[config.mk]
export PLATFORM = sky130hd
export DESIGN_NAME = boa_mem_arbiter_flat
export DESIGN_NICKNAME = d
export VERILOG_FILES = /design/src/rtl/boa_mem_arbiter_pkg.sv /design/src/rtl/boa_mem_arbiter_if.sv /design/src/rtl/boa_mem_arbiter_pick.sv /design/src/rtl/boa_mem_arbiter.sv /design/src/flat_wrapper.sv
export SDC_FILE = /design/constraint.sdc
export NUM_CORES = 1
export LEC_CHECK = 0
export CAP_MARGIN = 20
export CORE_AREA = 2 2 120 122
export DETAILED_ROUTE_END_ITERATION = 6
export DIE_AREA = 0 0 122 124
export MAX_ROUTING_LAYER = met4
export SLEW_MARGIN = 20
export SYNTH_ARGS = -nofsm -noshare
export SYNTH_HDL_FRONTEND = slang
export SYNTH_SLANG_ARGS = --single-unit
[constraint.sdc]
create_clock -name clk -period 2.48 [get_ports clk]
set_clock_uncertainty 0.05 [all_clocks]
set_input_delay 0.62 -clock clk [delete_from_list [all_inputs] [get_ports clk]]
set_output_delay 0.62 -clock clk [all_outputs]
set_load 0.1 [all_outputs]
[src/rtl/boa_mem_arbiter_pkg.sv]
// Shared types and constants for the Boa32 two-master memory arbiter.
package boa_arb_pkg;

    localparam int BOA_ARB_NMASTERS = 2;

    typedef enum logic [1:0] {
        IDLE   = 2'd0,
        GRANT0 = 2'd1,
        GRANT1 = 2'd2
    } boa_arb_state_t;

endpackage

[src/rtl/boa_mem_arbiter_if.sv]
// One Boa32 memory-bus port: request side driven by a master, completion side by a slave.
interface boa_mem_arbiter_if #(
    parameter int alen = 32,
    parameter int dlen = 32
);
    logic              re;
    logic [dlen/8-1:0] we;
    logic [alen-1:0]   addr;
    logic [dlen-1:0]   wdata;
    logic              ready;
    logic [dlen-1:0]   rdata;

    modport master (output re, we, addr, wdata, input ready, rdata);
    modport slave  (input re, we, addr, wdata, output ready, rdata);
endinterface

[src/rtl/boa_mem_arbiter_pick.sv]
// Tie-break for the arbiter. BOA_ARB_ROUND_ROBIN_EN selects round-robin,
// otherwise m0 (data bus) has fixed priority.
module boa_arb_pick
    import boa_arb_pkg::*;
(
    input  logic [BOA_ARB_NMASTERS-1:0] req,
    input  logic                        last,
    output logic [BOA_ARB_NMASTERS-1:0] gnt
);

    logic [BOA_ARB_NMASTERS-1:0] tie_gnt;

`ifdef BOA_ARB_ROUND_ROBIN_EN
    // The master that was not granted last gets the tie.
    assign tie_gnt = last ? 2'b01 : 2'b10;
`else
    logic unused_last;
    assign unused_last = last;
    assign tie_gnt     = 2'b01;
`endif

    always_comb begin
        gnt = 2'b00;
        case (req)
            2'b01:   gnt = 2'b01;
            2'b10:   gnt = 2'b10;
            2'b11:   gnt = tie_gnt;
            default: gnt = 2'b00;
        endcase
    end

endmodule

[src/rtl/boa_mem_arbiter.sv]
// Two-master, one-slave Boa32 memory arbiter. Grant is registered and held until
// s.ready; buses are steered combinationally from it. Tie policy: BOA_ARB_ROUND_ROBIN_EN.
module boa_mem_arbiter
    import boa_arb_pkg::*;
#(
    parameter int alen = 32,
    parameter int dlen = 32
) (
    input logic                clk,
    input logic                rst_n,
    boa_mem_arbiter_if.slave   m0,
    boa_mem_arbiter_if.slave   m1,
    boa_mem_arbiter_if.master  s
);

    localparam logic [1:0] ST_IDLE   = IDLE;
    localparam logic [1:0] ST_GRANT0 = GRANT0;
    localparam logic [1:0] ST_GRANT1 = GRANT1;

    logic [1:0]                  state;
    logic                        last;
    logic [BOA_ARB_NMASTERS-1:0] req;
    logic [BOA_ARB_NMASTERS-1:0] gnt;

    assign req[0] = m0.re | (|m0.we);
    assign req[1] = m1.re | (|m1.we);

    boa_arb_pick u_pick (
        .req  (req),
        .last (last),
        .gnt  (gnt)
    );

    always_ff @(posedge clk or negedge rst_n) begin
        if (!rst_n) begin
            state <= ST_IDLE;
            last  <= 1'b1;
        end else begin
            case (state)
                ST_IDLE: begin
                    if (gnt[0]) begin
                        state <= ST_GRANT0;
                        last  <= 1'b0;
                    end else if (gnt[1]) begin
                        state <= ST_GRANT1;
                        last  <= 1'b1;
                    end
                end
                ST_GRANT0, ST_GRANT1: begin
                    // Grant is held even if the owner drops its request early.
                    if (s.ready) state <= ST_IDLE;
                end
                default: state <= ST_IDLE;
            endcase
        end
    end

    always_comb begin
        s.re      = 1'b0;
        s.we      = '0;
        s.addr    = '0;
        s.wdata   = '0;
        m0.ready  = 1'b0;
        m0.rdata  = '0;
        m1.ready  = 1'b0;
        m1.rdata  = '0;
        case (state)
            ST_GRANT0: begin
                s.re     = m0.re;
                s.we     = m0.we;
                s.addr   = m0.addr;
                s.wdata  = m0.wdata;
                m0.ready = s.ready;
                m0.rdata = s.rdata;
            end
            ST_GRANT1: begin
                s.re     = m1.re;
                s.we     = m1.we;
                s.addr   = m1.addr;
                s.wdata  = m1.wdata;
                m1.ready = s.ready;
                m1.rdata = s.rdata;
            end
            default: ;
        endcase
    end

endmodule

[src/flat_wrapper.sv]
// flat-port wrapper written by rule: the top's interface ports become plain ports
module boa_mem_arbiter_flat import boa_arb_pkg::*;
#(
    parameter int alen = 32,
    parameter int dlen = 32
)
  (clk, rst_n, m0_re, m0_we, m0_addr, m0_wdata, m0_ready, m0_rdata, m1_re, m1_we, m1_addr, m1_wdata, m1_ready, m1_rdata, s_re, s_we, s_addr, s_wdata, s_ready, s_rdata);
  boa_mem_arbiter_if #(.alen(alen), .dlen(dlen)) m0_i ();
  boa_mem_arbiter_if #(.alen(alen), .dlen(dlen)) m1_i ();
  boa_mem_arbiter_if #(.alen(alen), .dlen(dlen)) s_i ();
  input logic clk;
  input logic rst_n;
  input wire logic [$bits(m0_i.re)-1:0] m0_re;
  input wire logic [$bits(m0_i.we)-1:0] m0_we;
  input wire logic [$bits(m0_i.addr)-1:0] m0_addr;
  input wire logic [$bits(m0_i.wdata)-1:0] m0_wdata;
  output wire logic [$bits(m0_i.ready)-1:0] m0_ready;
  output wire logic [$bits(m0_i.rdata)-1:0] m0_rdata;
  input wire logic [$bits(m1_i.re)-1:0] m1_re;
  input wire logic [$bits(m1_i.we)-1:0] m1_we;
  input wire logic [$bits(m1_i.addr)-1:0] m1_addr;
  input wire logic [$bits(m1_i.wdata)-1:0] m1_wdata;
  output wire logic [$bits(m1_i.ready)-1:0] m1_ready;
  output wire logic [$bits(m1_i.rdata)-1:0] m1_rdata;
  output wire logic [$bits(s_i.re)-1:0] s_re;
  output wire logic [$bits(s_i.we)-1:0] s_we;
  output wire logic [$bits(s_i.addr)-1:0] s_addr;
  output wire logic [$bits(s_i.wdata)-1:0] s_wdata;
  input wire logic [$bits(s_i.ready)-1:0] s_ready;
  input wire logic [$bits(s_i.rdata)-1:0] s_rdata;
  assign m0_i.re = m0_re;
  assign m0_i.we = m0_we;
  assign m0_i.addr = m0_addr;
  assign m0_i.wdata = m0_wdata;
  assign m0_ready = m0_i.ready;
  assign m0_rdata = m0_i.rdata;
  assign m1_i.re = m1_re;
  assign m1_i.we = m1_we;
  assign m1_i.addr = m1_addr;
  assign m1_i.wdata = m1_wdata;
  assign m1_ready = m1_i.ready;
  assign m1_rdata = m1_i.rdata;
  assign s_re = s_i.re;
  assign s_we = s_i.we;
  assign s_addr = s_i.addr;
  assign s_wdata = s_i.wdata;
  assign s_i.ready = s_ready;
  assign s_i.rdata = s_rdata;
  boa_mem_arbiter #(.alen(alen), .dlen(dlen)) u_core (.clk(clk), .rst_n(rst_n), .m0(m0_i), .m1(m1_i), .s(s_i));
endmodule
; After elaboration in Yosys (flattened, before gate mapping)
; Cells that the tools add are included.
[op_classes]
eq_ne = 7
muxes = 13
n_reduce_logical = 6
bitwise = 2
[op_table]
columns = op, n
row1 = 32-bit one-hot mux with 2 select lines, 2
row2 = 32-bit 2-to-1 mux, 2
row3 = 2-bit one-hot mux with 2 select lines, 2
row4 = 4-bit one-hot mux with 2 select lines, 1
row5 = 4-bit OR reduction, 2
row6 = 2-bit == test (second input constant), 3
row7 = 2-bit 2-to-1 mux, 3
row8 = 2-bit by 1-bit == test with 1-bit output (second input constant), 2
row9 = 2-bit OR reduction, 2
row10 = 3-bit by 1-bit != test with 1-bit output (second input constant), 1
row11 = 2-bit zero test, 1
row12 = 1-bit 2-to-1 mux, 2
row13 = 2-bit != test (second input constant), 1
row14 = 1-bit bitwise OR, 2
row15 = 1-bit one-hot mux with 2 select lines, 1
row16 = 2-bit AND reduction, 1
[totals]
wordCells = 29
output_inout_bits = 135
reg_bits = 2

; Logic depth before layout (Yosys ltp)
[depth]
depth_word = 8
ltp_mapped = 6
mapped_depth_nobuf = 5

; Cells and area by module
; Synthesis repeated with hierarchy kept, for this count alone.
[hier_totals]
hier_cells = 258
area_unflattened_um2 = 1739.2
[by_module_without_submodules]
columns = mod, seq_area_each_um2, n_inst, area_each_um2, cells_each
row1 = boa_mem_arbiter, 76.3, 1, 1729.2, 256
row2 = boa_arb_pick, 0.0, 1, 10.0, 2

; Least setup slack after synthesis
; Ideal clock, no wire load.
[synth_timing]
kind = register to output
start = reg u_core.state[0]
end = out s_addr[0]
path_slack_ps = -549
path_stages_with_launch = 5
t_required_ps = 1810
arrival_time_ps = 2359
n_path_buf = 1
path_cell_list = dfrtp_1 inv_1 ha_1 clkbuf_1 nor2b_1
[synth_between]
elab_chain_len = 2
word_cells_on_any_way = 3
cone_classes = eq/ne (2) / mux (1)
[synth_lines]
columns = element, line
row1 = from (decl), boa_mem_arbiter.sv:20  ; logic [1:0] state;
row2 = from (signal assigned), boa_mem_arbiter.sv:36  ; state <= ST_IDLE;
row3 = from (signal assigned), boa_mem_arbiter.sv:42  ; state <= ST_GRANT0;
row4 = from (signal assigned), boa_mem_arbiter.sv:45  ; state <= ST_GRANT1;
row5 = 2-bit == test or 2-bit by 1-bit == test with 1-bit output (tied branches), boa_mem_arbiter.sv:67  ; case (state)
row6 = 32-bit one-hot mux with 2 select lines *, boa_mem_arbiter.sv:67
row7 = to (decl), flat_wrapper.sv:27  ; output wire logic [$bits(s_i.addr)-1:0] s_addr;
; Every way passes the cells marked *; elsewhere a longest branch is shown, timed or not.

; Worst setup path after layout
[layout_timing]
start = reg u_core.state[0]
end = out s_addr[23]
; The elaborated chain is that of the path after synthesis.

==> flow_summary.ini <==
[global_route]
m1_gr_usage_pct = 17.6
grt_first_pass_wirelength_um = 17800
global_route.usage.total_pct = 15.9
top_usage_layer = met2
grt_remaining_overflow = 0
grt.met3_usage_pct = 2.98
antenna_found_initial = 0
groute.layer.met2.usage_pct = 29.4
grt_max_degree = 62
grt_pass1_vias = 3088

[critical_path]
critical_path.max_fanout = 41
setup.worst_path.end_class = output pin
path_common_cell = buf_12
critPathKind = reg -> out
slowest_stage = dfrtp_2
cp.required_ps = 1810
cell_family_with_most_cp_delay = buffers and inverters
worst-path-buf-inv = 3
crit_chain = inv_2 > ha_4 > buf_12 > a22oi_1 > nor2b_4 > buf_12
setup.worst_path.start_class = flip-flop
critical-path-max-stage-delay_ps = 430
cp_data_arrival_time_ps = 1710

[synthesis]
syn-mean-instance-area_um2 = 6.81
synth_area_um2 = 1720
synth-warning-count = 0
synth_most_common_cell = a22oi_1
synthesis.instances = 253
synthDominantCellAreaShare_pct = 30.0
synth_edf_count = 0
synth_top_cells_by_count = a22oi_1, and2_1, nor2b_1, buf_4, nor2b_2
synthTopCellsByArea = a22oi_1, and2_1, nor2b_1, nor2b_2, buf_4
syn_nets = 429
yosys_register_bits = 2
synthArstFlopShare_pct = 100
synth_cell_type_count = 22
yosysSeqAreaShare_pct = 2.90
synthFlopType = dfrtp_1
yosys.area.top_type = a22oi_1

[clock_network]
cts_max_level = 1
clock_pin_slew_on_the_worst_setup_and_hold_paths_ps = 30
clock_latency_ps = 230
ctsHoldBuffers = 0
cts_tree = yes
tritoncts_buffer_count = 3
cts.root.buffer_cell = clkbuf_16
cts_sinks = 2
cts_buffer_depth = 2

[job]
maxCapViolCount = 0

[timing]
report.final.setup_viol = 0
timing.setup.tns_ps = 0
worst-slew-pin-transition_ps = 390
max-slew-margin-rel_pct = 73.8
slew_violations = 0
post-route-worst-setup-slack_ps = 96.8
layout_min_cycle_time_ps = 2380
rsz0062_at_grt = false
final_hold_viol_count = 0
maxClockFrequency_mhz = 420
min_period_over_period_pct = 96.1
timing.hold.ws_ps = 516

[placed_design]
dp.final_hpwl_um = 11000
number_of_buffers_added_on_ports = 307
routability_driven_placement_congestion_ratio = 0.895
dp_slack_ps = 174
placement.cell_area_um2 = 6720

[die]
die-height_um = 124
fp.dieArea_um2 = 15100
effective_utilization_at_floorplan_pct = 12.6
floorplan.die.width_um = 122
std_cell_rows = 43
ioPinCount = 308
core_um2 = 13700

[min_path]
min-delay-path-class = reg -> reg

[finish]
layout-area-overhead-vs-synth_pct = 303
cell_area_after_layout_um2 = 6960
drive_above_1_share_pct = 41.3
register_area_um2 = 51.3
filler_cell_count = 1231
registers_with_the_most_flip_flops = u_core.state: 2 flops
top_register = u_core.state
multiInputGateArea_um2 = 1940
num-nets-final = 723
antenna_cells_inserted = 0
largest_register_ffs = 2
finished_core_util_pct = 50.7

[run_status]
run_status = completed

[route]
vias = 3095
post_drt_wl_per_cell_um = 18.6
detail_route.iter0.violations = 86
wirelength_um = 13500
dr.pass1.iters = 5
post_drt_via_cell_ratio = 4.27
drt_drc_violations_left = 0
drtAntennaViolNets = 0

[pwr]
ir_drop_uv = 789
static-leakage-power_nw = 2.68
power-per-cell-area_nw_per_um2 = 1630
## metal layers
metal  vias to the layer above  part of all wire (%)  routed length, um
li1                       1473                     -                  -
met1                      1455                    37               5060
met2                       153                    54               7260
met3                        14                   7.3                991
met4                         0                   1.4                194
met5                         -                     0                  0
## area by class of cell
cell class / count / area share (%)
Timing Repair Buffer: 318 / 66.9
Multi-Input combinational cell: 219 / 27.9
Tap cell: 180 / 3.24
Clock buffer: 3 / 1.08
Sequential cell: 2 / 0.737
Inverter: 3 / 0.162
## worst register-to-register path: cells and delay by family, from the launching register on
family | cells | cell delay [ps]
DFF | 1 | 430
buffers and inverters | 2 | 300
and+or+nand+nor | 2 | 280
adders and majority gates | 1 | 260
AOI/OAI and AO/OA | 1 | 230
## placed cells by master (no fill, tap or decap)
cell	n
nor3_1	2
nand2_1	1
a31oi_1	1
buf_6	1
nor2_1	2
clkdlybuf4s50_1	172
and2b_1	1
a22oi_1	68
inv_2	2
nand4_1	1
a21o_1	1
a211o_1	1
and2_1	66
dfrtp_1	1
ha_4	3
nor2b_2	18
dfrtp_2	1
nor2b_4	51
a21oi_1	1
clkbuf_16	7
nand3_1	1
buf_12	141
inv_1	1
a22oi_2	1
## logic make-up (layout without fill, tap and decap cells)
kind of cell    count (synthesis)  after routing  share of synthesized area (%)
compound gates                 73             73                           31.6
fa+ha+maj                       3              3                           2.18
buf+inv                        32            324                           10.5
flops                           2              2                           2.90
simple gates                  143            143                           52.8
## where the power goes
group / internal (mW) / leakage (nW) / switching, mW / total [mW]
combinational: 4.25 / 2.62 / 6.75 / 11.0
sequential: 0.0486 / 0.0241 / 0.0210 / 0.0696
clock: 0.206 / 0.0370 / 0.0431 / 0.249
## per-stage QoR
stage	cells	total power, mW
detailed placement	717	10.8
floorplan	253	7.08
global route	725	11.6
global placement	717	10.7
finish	725	11.3
CTS	720	11.1
## final timing paths
| check | startpoint | endpoint | slack (ps) | depth (start not counted) |
|---|---|---|---|---|
| max reg2reg | u_core.state[0] | u_core.state[0] | 860 | 6 |
| min in group asynchronous | rst_n | u_core.state[1] | 530 | 1 |
| max in group asynchronous | rst_n | u_core.state[0] | 1700 | 1 |
| min reg2reg | u_core.state[0] | u_core.state[0] | 520 | 2 |
| max | u_core.state[0] | s_addr[23] | 100 | 6 |
| min | u_core.state[0] | u_core.state[0] | 520 | 2 |
## timing repair
item                                    CTS  global route
endpoints found under the setup margin   24            61
cloned                                    0             4
setup buffers                             0             1
resized for setup                         2             6
No activity file was read; power rests on OpenSTA's default activity.
